## src/rtl/sp_mem_pkg.sv

```systemverilog
// Shared types and constants for the single-port memory front-end.
// Grant encoding and the minimum response-buffer depth.
package sp_mem_pkg;

  typedef enum logic [1:0] {
    GRANT_NONE,
    GRANT_WRITE,
    GRANT_READ
  } grant_t;

  localparam int unsigned RESP_DEPTH_MIN = 2;

endpackage

```

## src/rtl/sp_mem_resp_fifo.sv

```systemverilog
// Register-based response FIFO with an exported occupancy count.
// Overflow is impossible under the arbiter's credit rule and is asserted against.
module sp_mem_resp_fifo
  import sp_mem_pkg::*;
#(
  parameter int unsigned DATAWIDTH  = 8,
  parameter int unsigned RESP_DEPTH = RESP_DEPTH_MIN,
  localparam int unsigned CntW      = $clog2(RESP_DEPTH + 1)
) (
  input  logic                 clk_i,
  input  logic                 reset_i,
  input  logic                 push_i,
  input  logic [DATAWIDTH-1:0] data_i,
  input  logic                 pop_i,
  output logic [DATAWIDTH-1:0] data_o,
  output logic                 valid_o,
  output logic [CntW-1:0]      count_o
);

  localparam int unsigned PtrW = (RESP_DEPTH > 1) ? $clog2(RESP_DEPTH) : 1;

  logic [DATAWIDTH-1:0] entries_q [RESP_DEPTH];
  logic [PtrW-1:0]      wr_ptr_q, wr_ptr_d;
  logic [PtrW-1:0]      rd_ptr_q, rd_ptr_d;
  logic [CntW-1:0]      count_q, count_d;
  logic                 do_pop;

  function automatic logic [PtrW-1:0] ptr_inc(input logic [PtrW-1:0] p);
    return (p == PtrW'(RESP_DEPTH - 1)) ? '0 : p + 1'b1;
  endfunction

  assign do_pop  = pop_i && (count_q != '0);
  assign valid_o = (count_q != '0);
  assign data_o  = entries_q[rd_ptr_q];
  assign count_o = count_q;

  always_comb begin
    wr_ptr_d = push_i ? ptr_inc(wr_ptr_q) : wr_ptr_q;
    rd_ptr_d = do_pop ? ptr_inc(rd_ptr_q) : rd_ptr_q;
    count_d  = count_q;
    if (push_i && !do_pop) begin
      count_d = count_q + 1'b1;
    end else if (!push_i && do_pop) begin
      count_d = count_q - 1'b1;
    end
  end

  always_ff @(posedge clk_i) begin
    if (reset_i) begin
      wr_ptr_q <= '0;
      rd_ptr_q <= '0;
      count_q  <= '0;
    end else begin
      if (push_i) begin
        entries_q[wr_ptr_q] <= data_i;
      end
      wr_ptr_q <= wr_ptr_d;
      rd_ptr_q <= rd_ptr_d;
      count_q  <= count_d;
    end
  end

  always_ff @(posedge clk_i) begin
    if (!reset_i) begin
      assert (!(push_i && !do_pop && (count_q == CntW'(RESP_DEPTH))));
    end
  end

endmodule

```

## src/rtl/sp_mem_arbiter.sv

```systemverilog
// Round-robin write/read arbiter in front of a single-port memory with 1-cycle
// registered-address read latency; read data returns through a small response FIFO.
module sp_mem_arbiter
  import sp_mem_pkg::*;
#(
  parameter int unsigned DATAWIDTH    = 8,
  parameter int unsigned DATADEPTH    = 1024,
  parameter int unsigned ADDRESSWIDTH = $clog2(DATADEPTH),
  parameter int unsigned RESP_DEPTH   = 2
) (
  input  logic                    clk_i,
  input  logic                    reset_i,
  input  logic                    wr_valid_i,
  output logic                    wr_ready_o,
  input  logic [ADDRESSWIDTH-1:0] wr_address_i,
  input  logic [DATAWIDTH-1:0]    wr_data_i,
  input  logic                    rd_req_valid_i,
  output logic                    rd_req_ready_o,
  input  logic [ADDRESSWIDTH-1:0] rd_address_i,
  output logic                    rd_resp_valid_o,
  input  logic                    rd_resp_ready_i,
  output logic [DATAWIDTH-1:0]    rd_resp_data_o,
  output logic                    mem_write_en_o,
  output logic [DATAWIDTH-1:0]    mem_data_in_o,
  output logic [ADDRESSWIDTH-1:0] mem_address_o,
  input  logic [DATAWIDTH-1:0]    mem_data_out_i
);

  localparam int unsigned CntW = $clog2(RESP_DEPTH + 1);

  if (RESP_DEPTH < RESP_DEPTH_MIN) begin : gen_depth_check
    $error("sp_mem_arbiter: RESP_DEPTH must be at least RESP_DEPTH_MIN");
  end

  grant_t                  grant;
  logic                    inflight_q, inflight_d;
  logic                    prefer_write_q, prefer_write_d;
  logic [ADDRESSWIDTH-1:0] addr_q, addr_d;
  logic [CntW-1:0]         resp_count;
  logic [CntW:0]           credits_used;
  logic                    pop;
  logic                    rd_eligible;

  assign pop = rd_resp_valid_o & rd_resp_ready_i;

  // Slots committed once this cycle's pop retires: buffered plus the read in the memory pipe.
  assign credits_used = (CntW + 1)'(resp_count) + (CntW + 1)'(inflight_q) - (CntW + 1)'(pop);
  assign rd_eligible  = rd_req_valid_i && (credits_used < (CntW + 1)'(RESP_DEPTH));

  always_comb begin
    grant = GRANT_NONE;
    if (!reset_i) begin
      if (wr_valid_i && rd_eligible) begin
        grant = prefer_write_q ? GRANT_WRITE : GRANT_READ;
      end else if (wr_valid_i) begin
        grant = GRANT_WRITE;
      end else if (rd_eligible) begin
        grant = GRANT_READ;
      end
    end
  end

  always_comb begin
    wr_ready_o     = (grant == GRANT_WRITE);
    rd_req_ready_o = (grant == GRANT_READ);
    mem_write_en_o = (grant == GRANT_WRITE);
    mem_data_in_o  = wr_data_i;
    unique case (grant)
      GRANT_WRITE: mem_address_o = wr_address_i;
      GRANT_READ:  mem_address_o = rd_address_i;
      default:     mem_address_o = addr_q;
    endcase
  end

  always_comb begin
    inflight_d     = (grant == GRANT_READ);
    addr_d         = mem_address_o;
    prefer_write_d = prefer_write_q;
    if (grant == GRANT_WRITE) begin
      prefer_write_d = 1'b0;
    end else if (grant == GRANT_READ) begin
      prefer_write_d = 1'b1;
    end
  end

  always_ff @(posedge clk_i) begin
    if (reset_i) begin
      inflight_q     <= 1'b0;
      prefer_write_q <= 1'b1;
      addr_q         <= '0;
    end else begin
      inflight_q     <= inflight_d;
      prefer_write_q <= prefer_write_d;
      addr_q         <= addr_d;
    end
  end

  // The memory's data_out reflects the address registered at the previous edge.
  sp_mem_resp_fifo #(
    .DATAWIDTH (DATAWIDTH),
    .RESP_DEPTH(RESP_DEPTH)
  ) u_resp_fifo (
    .clk_i  (clk_i),
    .reset_i(reset_i),
    .push_i (inflight_q),
    .data_i (mem_data_out_i),
    .pop_i  (pop),
    .data_o (rd_resp_data_o),
    .valid_o(rd_resp_valid_o),
    .count_o(resp_count)
  );

endmodule

```

## config.mk

```make
export PLATFORM = sky130hd
export DESIGN_NAME = sp_mem_arbiter
export DESIGN_NICKNAME = d
export VERILOG_FILES = /design/src/rtl/sp_mem_pkg.sv /design/src/rtl/sp_mem_resp_fifo.sv /design/src/rtl/sp_mem_arbiter.sv
export SDC_FILE = /design/constraint.sdc
export NUM_CORES = 1
export LEC_CHECK = 0
export ABC_CLOCK_PERIOD_IN_PS = 3800
export CORE_MARGIN = 3
export CORE_UTILIZATION = 41
export DETAILED_ROUTE_END_ITERATION = 7
export PLACE_DENSITY = 0.84
export SLEW_MARGIN = 20
export SYNTH_ARGS = -nofsm -noshare
export SYNTH_HDL_FRONTEND = slang
export SYNTH_SLANG_ARGS = --single-unit
export TNS_END_PERCENT = 5
```

## constraint.sdc

```tcl
create_clock -name clk_i -period 3.8 [get_ports clk_i]
set_clock_uncertainty 0.05 [all_clocks]
set_input_delay 0.57 -clock clk_i [delete_from_list [all_inputs] [get_ports clk_i]]
set_output_delay 0.57 -clock clk_i [all_outputs]
set_load 0.02 [all_outputs]
```

=== Word level (Yosys, flattened, before mapping) ===
Memory sizes are Yosys's and may differ from the RTL's. A register that Yosys moved wholly into a read port is not among the register bits.
Index checks and enable logic that the tools add are counted.

* Order comparisons: 1
* Reductions and logical operators: 10
* Bitwise logic cells: 1
* Equality and inequality tests: 2
* Multiplexer cells: 17
* $add $sub $neg: 6

{| class="wikitable"
|+ Operator list
! operator !! number
|-
| one-hot mux 10 bit (2 select lines) || 1
|-
| 2-to-1 mux 2 bit || 7
|-
| 2-to-1 mux 1 bit || 9
|-
| nonzero test 2 bit || 3
|-
| logical AND 1 bit || 5
|-
| adder 2 x 1 -> 3 bit || 1
|-
| < comparator 3 x 2 -> 1 bit, second input constant || 1
|-
| subtractor 3 x 1 -> 3 bit || 1
|-
| adder 1 bit, second input constant || 2
|-
| adder 2 x 1 -> 2 bit, second input constant || 1
|-
| == test 2 x 1 -> 1 bit, second input constant || 1
|-
| == test 2 bit, second input constant || 1
|-
| zero test 1 bit || 2
|-
| subtractor 2 x 1 -> 2 bit, second input constant || 1
|-
| bitwise AND 1 bit || 1
|}

* Memories: 1
* Bits in registers: 16
* RAM bits: 16

{| class="wikitable"
|+ Memory list
! name !! depth !! bits a word !! rd ports !! clocked after memory_dff !! wr ports !! RTL line !! text
|-
| u_resp_fifo.entries_q || 2 || 8 || 1 || 1 || 1 || sp_mem_resp_fifo.sv:22 || <nowiki>logic [DATAWIDTH-1:0] entries_q [RESP_DEPTH];</nowiki>
|}

=== Depth between registers and ports, before layout ===
Gate-level depths: netlist (run 1).

* Word-level depth: 12
* Depth in mapped cells: 13
* Depth with buffers taken out: 12

=== Modules after synthesis ===
From an unflattened synthesis (run 1), not the netlist that was laid out.

* Cell total of the unflattened synthesis: 130
* Area, all modules: 1,581.5 um2

{| class="wikitable"
|+ By module, submodules not included
! module !! seq. area each (um2) !! cells each !! times used !! area each (um2)
|-
| sp_mem_arbiter || 240.2 || 84 || 1 || 799.5
|-
| sp_mem_resp_fifo || 580.6 || 46 || 1 || 782.0
|}

=== Worst setup path before layout (run 1) ===
Ideal clock, no wire load.

* Kind: input to output
* From: in rd_resp_ready_i
* To: out mem_address_o[0]
* Stages: 12
* Arrival: 2.987 ns
* Buffers on the path: 1
* Required time: 3.180 ns
* Setup slack: 0.193 ns
* Path through: o21ai_1 -> inv_1 -> ha_1 -> nand2b_1 -> fa_1 -> xnor2_1 -> nand3_1 -> a211oi_1 -> ha_1 -> buf_4 -> a221oi_2 -> a21oi_1

* Longest elaborated chain between the ends: 10
* Elaborated cells between the ends (all ways): 12
* Classes of those cells: add/sub: 1; order compare: 1; eq/ne: 2; mux: 5; bitwise: 1; reduce/logical: 2

{| class="wikitable"
|+ Ends and longest elaborated chain
! item !! RTL line !! text
|-
| start, declared || sp_mem_arbiter.sv:21 || <nowiki>input logic rd_resp_ready_i,</nowiki>
|-
| bitwise AND 1 bit * || sp_mem_arbiter.sv:44 || <nowiki>assign pop = rd_resp_valid_o & rd_resp_ready_i;</nowiki>
|-
| subtractor 3 x 1 -> 3 bit * || sp_mem_arbiter.sv:47 || <nowiki>assign credits_used = (CntW + 1)'(resp_count) + (CntW + 1)'(inflight_q) - (CntW + 1)'(pop);</nowiki>
|-
| < comparator 3 x 2 -> 1 bit * || sp_mem_arbiter.sv:48 || <nowiki>assign rd_eligible = rd_req_valid_i && (credits_used < (CntW + 1)'(RESP_DEPTH));</nowiki>
|-
| logical AND 1 bit * || sp_mem_arbiter.sv:48 ||
|-
| 2-to-1 mux 2 bit || sp_mem_arbiter.sv:57 || <nowiki>end else if (rd_eligible) begin</nowiki>
|-
| 2-to-1 mux 2 bit || sp_mem_arbiter.sv:55 || <nowiki>end else if (wr_valid_i) begin</nowiki>
|-
| 2-to-1 mux 2 bit * || sp_mem_arbiter.sv:53 || <nowiki>if (wr_valid_i && rd_eligible) begin</nowiki>
|-
| 2-to-1 mux 2 bit * || sp_mem_arbiter.sv:52 || <nowiki>if (!reset_i) begin</nowiki>
|-
| == test 2 bit * || - ||
|-
| via rd_req_ready_o || sp_mem_arbiter.sv:18 || <nowiki>output logic rd_req_ready_o,</nowiki>
|-
| one-hot mux 10 bit (2 select lines) * || sp_mem_arbiter.sv:68 || <nowiki>unique case (grant)</nowiki>
|-
| end, declared || sp_mem_arbiter.sv:25 || <nowiki>output logic [ADDRESSWIDTH-1:0] mem_address_o,</nowiki>
|}

Mark *: on every way through the listed nets, which the timed path passes. The rest lies on a longest branch.

=== Final worst setup path (run 1) ===
* From: reg u_resp_fifo.count_q[0] (netlist: u_resp_fifo.count_o[0])
* To: out mem_address_o[6]

* Longest elaborated chain between the ends: 11
* Elaborated cells between the ends (all ways): 14
* Classes of those cells: add/sub: 2; order compare: 1; eq/ne: 2; mux: 5; bitwise: 1; reduce/logical: 3

{| class="wikitable"
|+ Ends and longest elaborated chain
! item !! RTL line !! text
|-
| start, declared || sp_mem_resp_fifo.sv:25 || <nowiki>logic [CntW-1:0] count_q, count_d;</nowiki>
|-
| start signal, assigned || sp_mem_resp_fifo.sv:59 || <nowiki>count_q <= count_d;</nowiki>
|-
| branches (longest 2 deep; another with adder 2 x 1 -> 3 bit) || - ||
|-
| subtractor 3 x 1 -> 3 bit * || sp_mem_arbiter.sv:47 ||
|-
| < comparator 3 x 2 -> 1 bit * || sp_mem_arbiter.sv:48 ||
|-
| logical AND 1 bit * || sp_mem_arbiter.sv:48 ||
|-
| 2-to-1 mux 2 bit || sp_mem_arbiter.sv:57 ||
|-
| 2-to-1 mux 2 bit || sp_mem_arbiter.sv:55 ||
|-
| 2-to-1 mux 2 bit * || sp_mem_arbiter.sv:53 ||
|-
| 2-to-1 mux 2 bit * || sp_mem_arbiter.sv:52 ||
|-
| == test 2 bit or == test 2 x 1 -> 1 bit (tied branches) || sp_mem_arbiter.sv:68 ||
|-
| one-hot mux 10 bit (2 select lines) * || sp_mem_arbiter.sv:68 ||
|}

Mark *: on every way between the ends.

==> impl_results.rst, run 1 <==
.. list-table::
   :header-rows: 1

   * - Metric
     - Value
   * - Worst setup slack for register-to-register paths
     - 640 ps
   * - Count of inserted antenna diode cells
     - 0
   * - Number of core rows
     - 21
   * - Worst voltage drop across the vdd grid
     - 0.447 mV
   * - Worst-path fanout max
     - 5
   * - Number of buffers created by CTS
     - 5
   * - Final setup violation count
     - 10
   * - Number of top-level pins
     - 71
   * - End of the worst register-to-register path
     - addr_q[6]
   * - H-tree depth reported by CTS
     - 2
   * - Overall Global Routing Usage
     - 16.0%
   * - Area of the core
     - 0.00349 sq mm
   * - Routability Congestion
     - around 0.72
   * - Initial Util
     - 44.8%
   * - Data arrival time of the critical path
     - 3290 ps
   * - Number of antenna violations at the first check in global routing
     - 0
   * - Total count of max-transition violations in the final report
     - 0
   * - Vias post-DR
     - 1,188
   * - Required time worst endpoint
     - 3180 ps
   * - Number of synthesis warnings
     - 0
   * - DRC errors left
     - 0
   * - Total chip power
     - between 1.5 and 2 mW
   * - Number of hold-slack violations in the final timing report
     - 0
   * - Pin count of the biggest net entering global routing
     - 22
   * - Die X-Extent
     - 67.8 um
   * - DR WL met3
     - about 310 um
   * - Clock tree sinks
     - 33
   * - Share of the core filled with cells in the final layout
     - around 73%
   * - Number of standard cells after synthesis
     - around 130
   * - Max layer used
     - met4
   * - Run status
     - finished, violations left
   * - Crit Path Category
     - flop to output pin
   * - Wirelength per Cell
     - between 15 and 20 um
   * - DRT Wirelength
     - 3870 um
   * - Synthesized cell area
     - 0.00156 sq mm
   * - Share of layout cells above drive strength 1
     - between 30 and 40%
   * - Post-Synthesis Net Count
     - approximately 180
   * - Router iterations before antenna repair
     - 4
   * - Met2 routed WL
     - 2030 um
   * - Wl on met1
     - around 1500 um
   * - Mean instance size in the synthesized netlist
     - roughly 12 sq um
   * - Portion of the post-synthesis area used by sequential elements
     - 52.5%
   * - Max_cap viols
     - 0
   * - DRC marker count from the first detailed-route iteration
     - 22
   * - Reg-to-Reg Start
     - u_resp_fifo.count_o[0]
   * - Vias in the first global route
     - 1,239
   * - Category of the worst setup path launch point
     - flop
   * - Type of the worst min-delay path
     - flop to flop
   * - Die H
     - 67.8 um
   * - Clock transition time at the flip-flop clock pins of the worst setup and hold paths
     - around 70 ps
   * - Worst hold path depth
     - 2
   * - Violations in the final reports
     - setup timing
   * - Unrepaired setup endpoints after global routing
     - true
   * - Final critical delay including setup and external delays
     - 3910 ps
   * - Slew at the pin closest to its max-slew limit
     - 373 ps
   * - Total of flip-flops plus latches after synthesis
     - 33
   * - Achievable frequency
     - 256 MHz
   * - Post-route fraction of the period consumed by the critical path
     - 103%
   * - Area added between synthesis and finish
     - 62.5%
   * - Worst slew margin relative to its limit
     - 75.2%
   * - Final total negative setup slack
     - -664 ps
   * - Leak Pwr
     - 0.973 nW
   * - Synth area leaders
     - edfxtp_1, dfxtp_1, a221oi_2
   * - Number of input and output port buffers inserted
     - 54
   * - Remaining number of nets flagged by the antenna check after routing
     - 0
   * - Setup WS post-layout
     - -113 ps
   * - Count of unique library cells instantiated by Yosys
     - 30
   * - Global-route wire length before repair
     - 5420 um
   * - Root buffer cell
     - clkbuf_8
   * - Fill cell total of the finished layout
     - 238
   * - End of the worst hold path
     - u_resp_fifo.rd_ptr_q
   * - Clock tree from TritonCTS
     - done
   * - Vias per cell
     - ~5.0
   * - Depth of the worst register-to-register path
     - 13
   * - Worst-Skew Late Latency
     - 280 ps
   * - Library cell occupying the most area in the post-synthesis netlist
     - edfxtp_1
   * - Total die area
     - 0.00459 sq mm
   * - Nature of the critical path endpoint
     - output pin
   * - PD cells
     - 678 mW/mm^2
   * - Number of buffers inserted for hold repair after clock tree synthesis
     - 0
   * - Post-DP HPWL
     - 2430 um
   * - HP Start
     - u_resp_fifo.rd_ptr_q
   * - NumNets Final
     - roughly 240
   * - Fraction of synthesized cell area taken by the top area cell type
     - 30.7%
   * - Leftover overflow at the end of global routing
     - 0
   * - Longest Clk Path Bufs
     - 2
[cell usage after synthesis, drive strengths merged]
cell and count:
xnor2 2, nor2b 2, dfxtp 17, ha 4
nor3b 1, nor2 4, fa 1, o21a 1
buf 14, nand3 1, clkbuf 2, mux2 8
edfxtp 16, nand2 1, inv 14, mux2i 1
a211oi 1, a211o 1, or3 1, a221oi 10
a21oi 11, or2 1, and2 10, nand2b 1
and3 1, o21ai 3, xor2 3
[cell usage in the layout (no fill, tap or decap), types with 2 or more instances in the layout]
cell             count
buf_4               12
clkbuf_8             5
a221oi_4             8
ha_1                 2
nor2_1               4
dlygate4sd2_1        2
buf_12               3
mux2_2               8
edfxtp_1            16
buf_6                6
clkdlybuf4s50_1     40
a221oi_2             2
nor2b_1              2
inv_1               14
and2_1              10
bufinv_16            2
a21oi_2             10
xor2_1               3
clkbuf_16            2
dfxtp_1             15
[power breakdown]
group,internal (mW),leakage (nW),total [mW],switching [mW]
Combinational,0.452,0.620,0.872,0.420
Sequential,0.428,0.285,0.463,0.0352
Clock,0.260,0.0681,0.387,0.126
[flip-flops by register name, summed over array words and instances, names as in the netlist, named ones only]
name / count
addr_q: 10
u_resp_fifo.entries_q: 16
u_resp_fifo.rd_ptr_q: 1
u_resp_fifo.wr_ptr_q: 1
prefer_write_q: 1
u_resp_fifo.count_o: 2
inflight_q: 1
[how the worst max path moves through the flow]
stage                                 startpoint                to
after detailed placement         rd_resp_ready_i  mem_address_o[3]
after global placement           rd_resp_ready_i  mem_address_o[2]
after CTS                        rd_resp_ready_i  mem_address_o[6]
final                     u_resp_fifo.count_o[0]  mem_address_o[6]
after global routing      u_resp_fifo.count_o[0]  mem_address_o[6]
after floorplan                  rd_resp_ready_i  mem_address_o[0]
[per-layer routing]
| layer | track usage, % | vias to the layer above |
|---|---|---|
| met3 | 6.49 | 12 |
| met2 | 29.3 | 58 |
| met4 | 5.32 | 0 |
| met5 | 0 | - |
| met1 | 16.4 | 551 |
| li1 | - | 567 |
[stage by stage]
stage                     std cells  instance area, sq um  hold WS [ps]  setup WS, ps
after floorplan                 132                  1560           422           193
after global placement          225                  2160           436          -565
after detailed placement        225                  2160           448          -762
after CTS                       234                  2290           464          -178
after global routing            237                  2540           495          -244
final                           237                  2540           461          -113
[worst max-delay path: stages, from the launching register on]
cell	delay [ps]
dfxtp_4	360
o21ai_2	160
inv_1	90
ha_1	280
nand2b_4	150
fa_2	420
xnor2_2	190
nand3_2	140
a211o_1	330
ha_4	280
clkbuf_16	170
a221oi_2	210
a21oi_2	70
buf_4	160
[cells by family (layout without fill, tap and decap cells)]
| logic type | count (synthesis) | after routing | share of synthesized area, % |
|---|---|---|---|
| and+or+nand+nor | 23 | 23 | 8.40 |
| DFF | 33 | 33 | 52.5 |
| adders and majority gates | 5 | 5 | 4.48 |
| buffers and inverters | 30 | 89 | 10.2 |
| AOI/OAI and AO/OA | 27 | 27 | 15.2 |
| muxes | 9 | 9 | 6.40 |
| xor gates and xnor gates | 5 | 5 | 2.80 |
[layout make-up]
type                       count  area, sq um  share of cell area [%]
multi-input combinational     69          763                    30.0
sequential                    33          826                    32.5
tap                           46         57.6                    2.26
timing repair buffer          67          708                    27.9
inverter                      14         52.6                    2.07
clock buffer                   5         68.8                    2.71
clock inverter                 3         65.1                    2.56
[what timing repair did]
action                     4_1_cts  5_1_grt
buffers inserted                 1        1
gates cloned                     0        2
pin swaps                        2        7
resized for setup               55       37
setup endpoints to repair       13       13
Power figures use the tool's default switching activity.
==> run 2, diff against run 1 <==
- CAP_MARGIN: not set -> 20
- GPL_ROUTABILITY_DRIVEN: not set -> 0
- HOLD_SLACK_MARGIN: not set -> 0.08
==> results of run 2 <==
No change in the layout: final DEF, timing and power equal those of run 1.
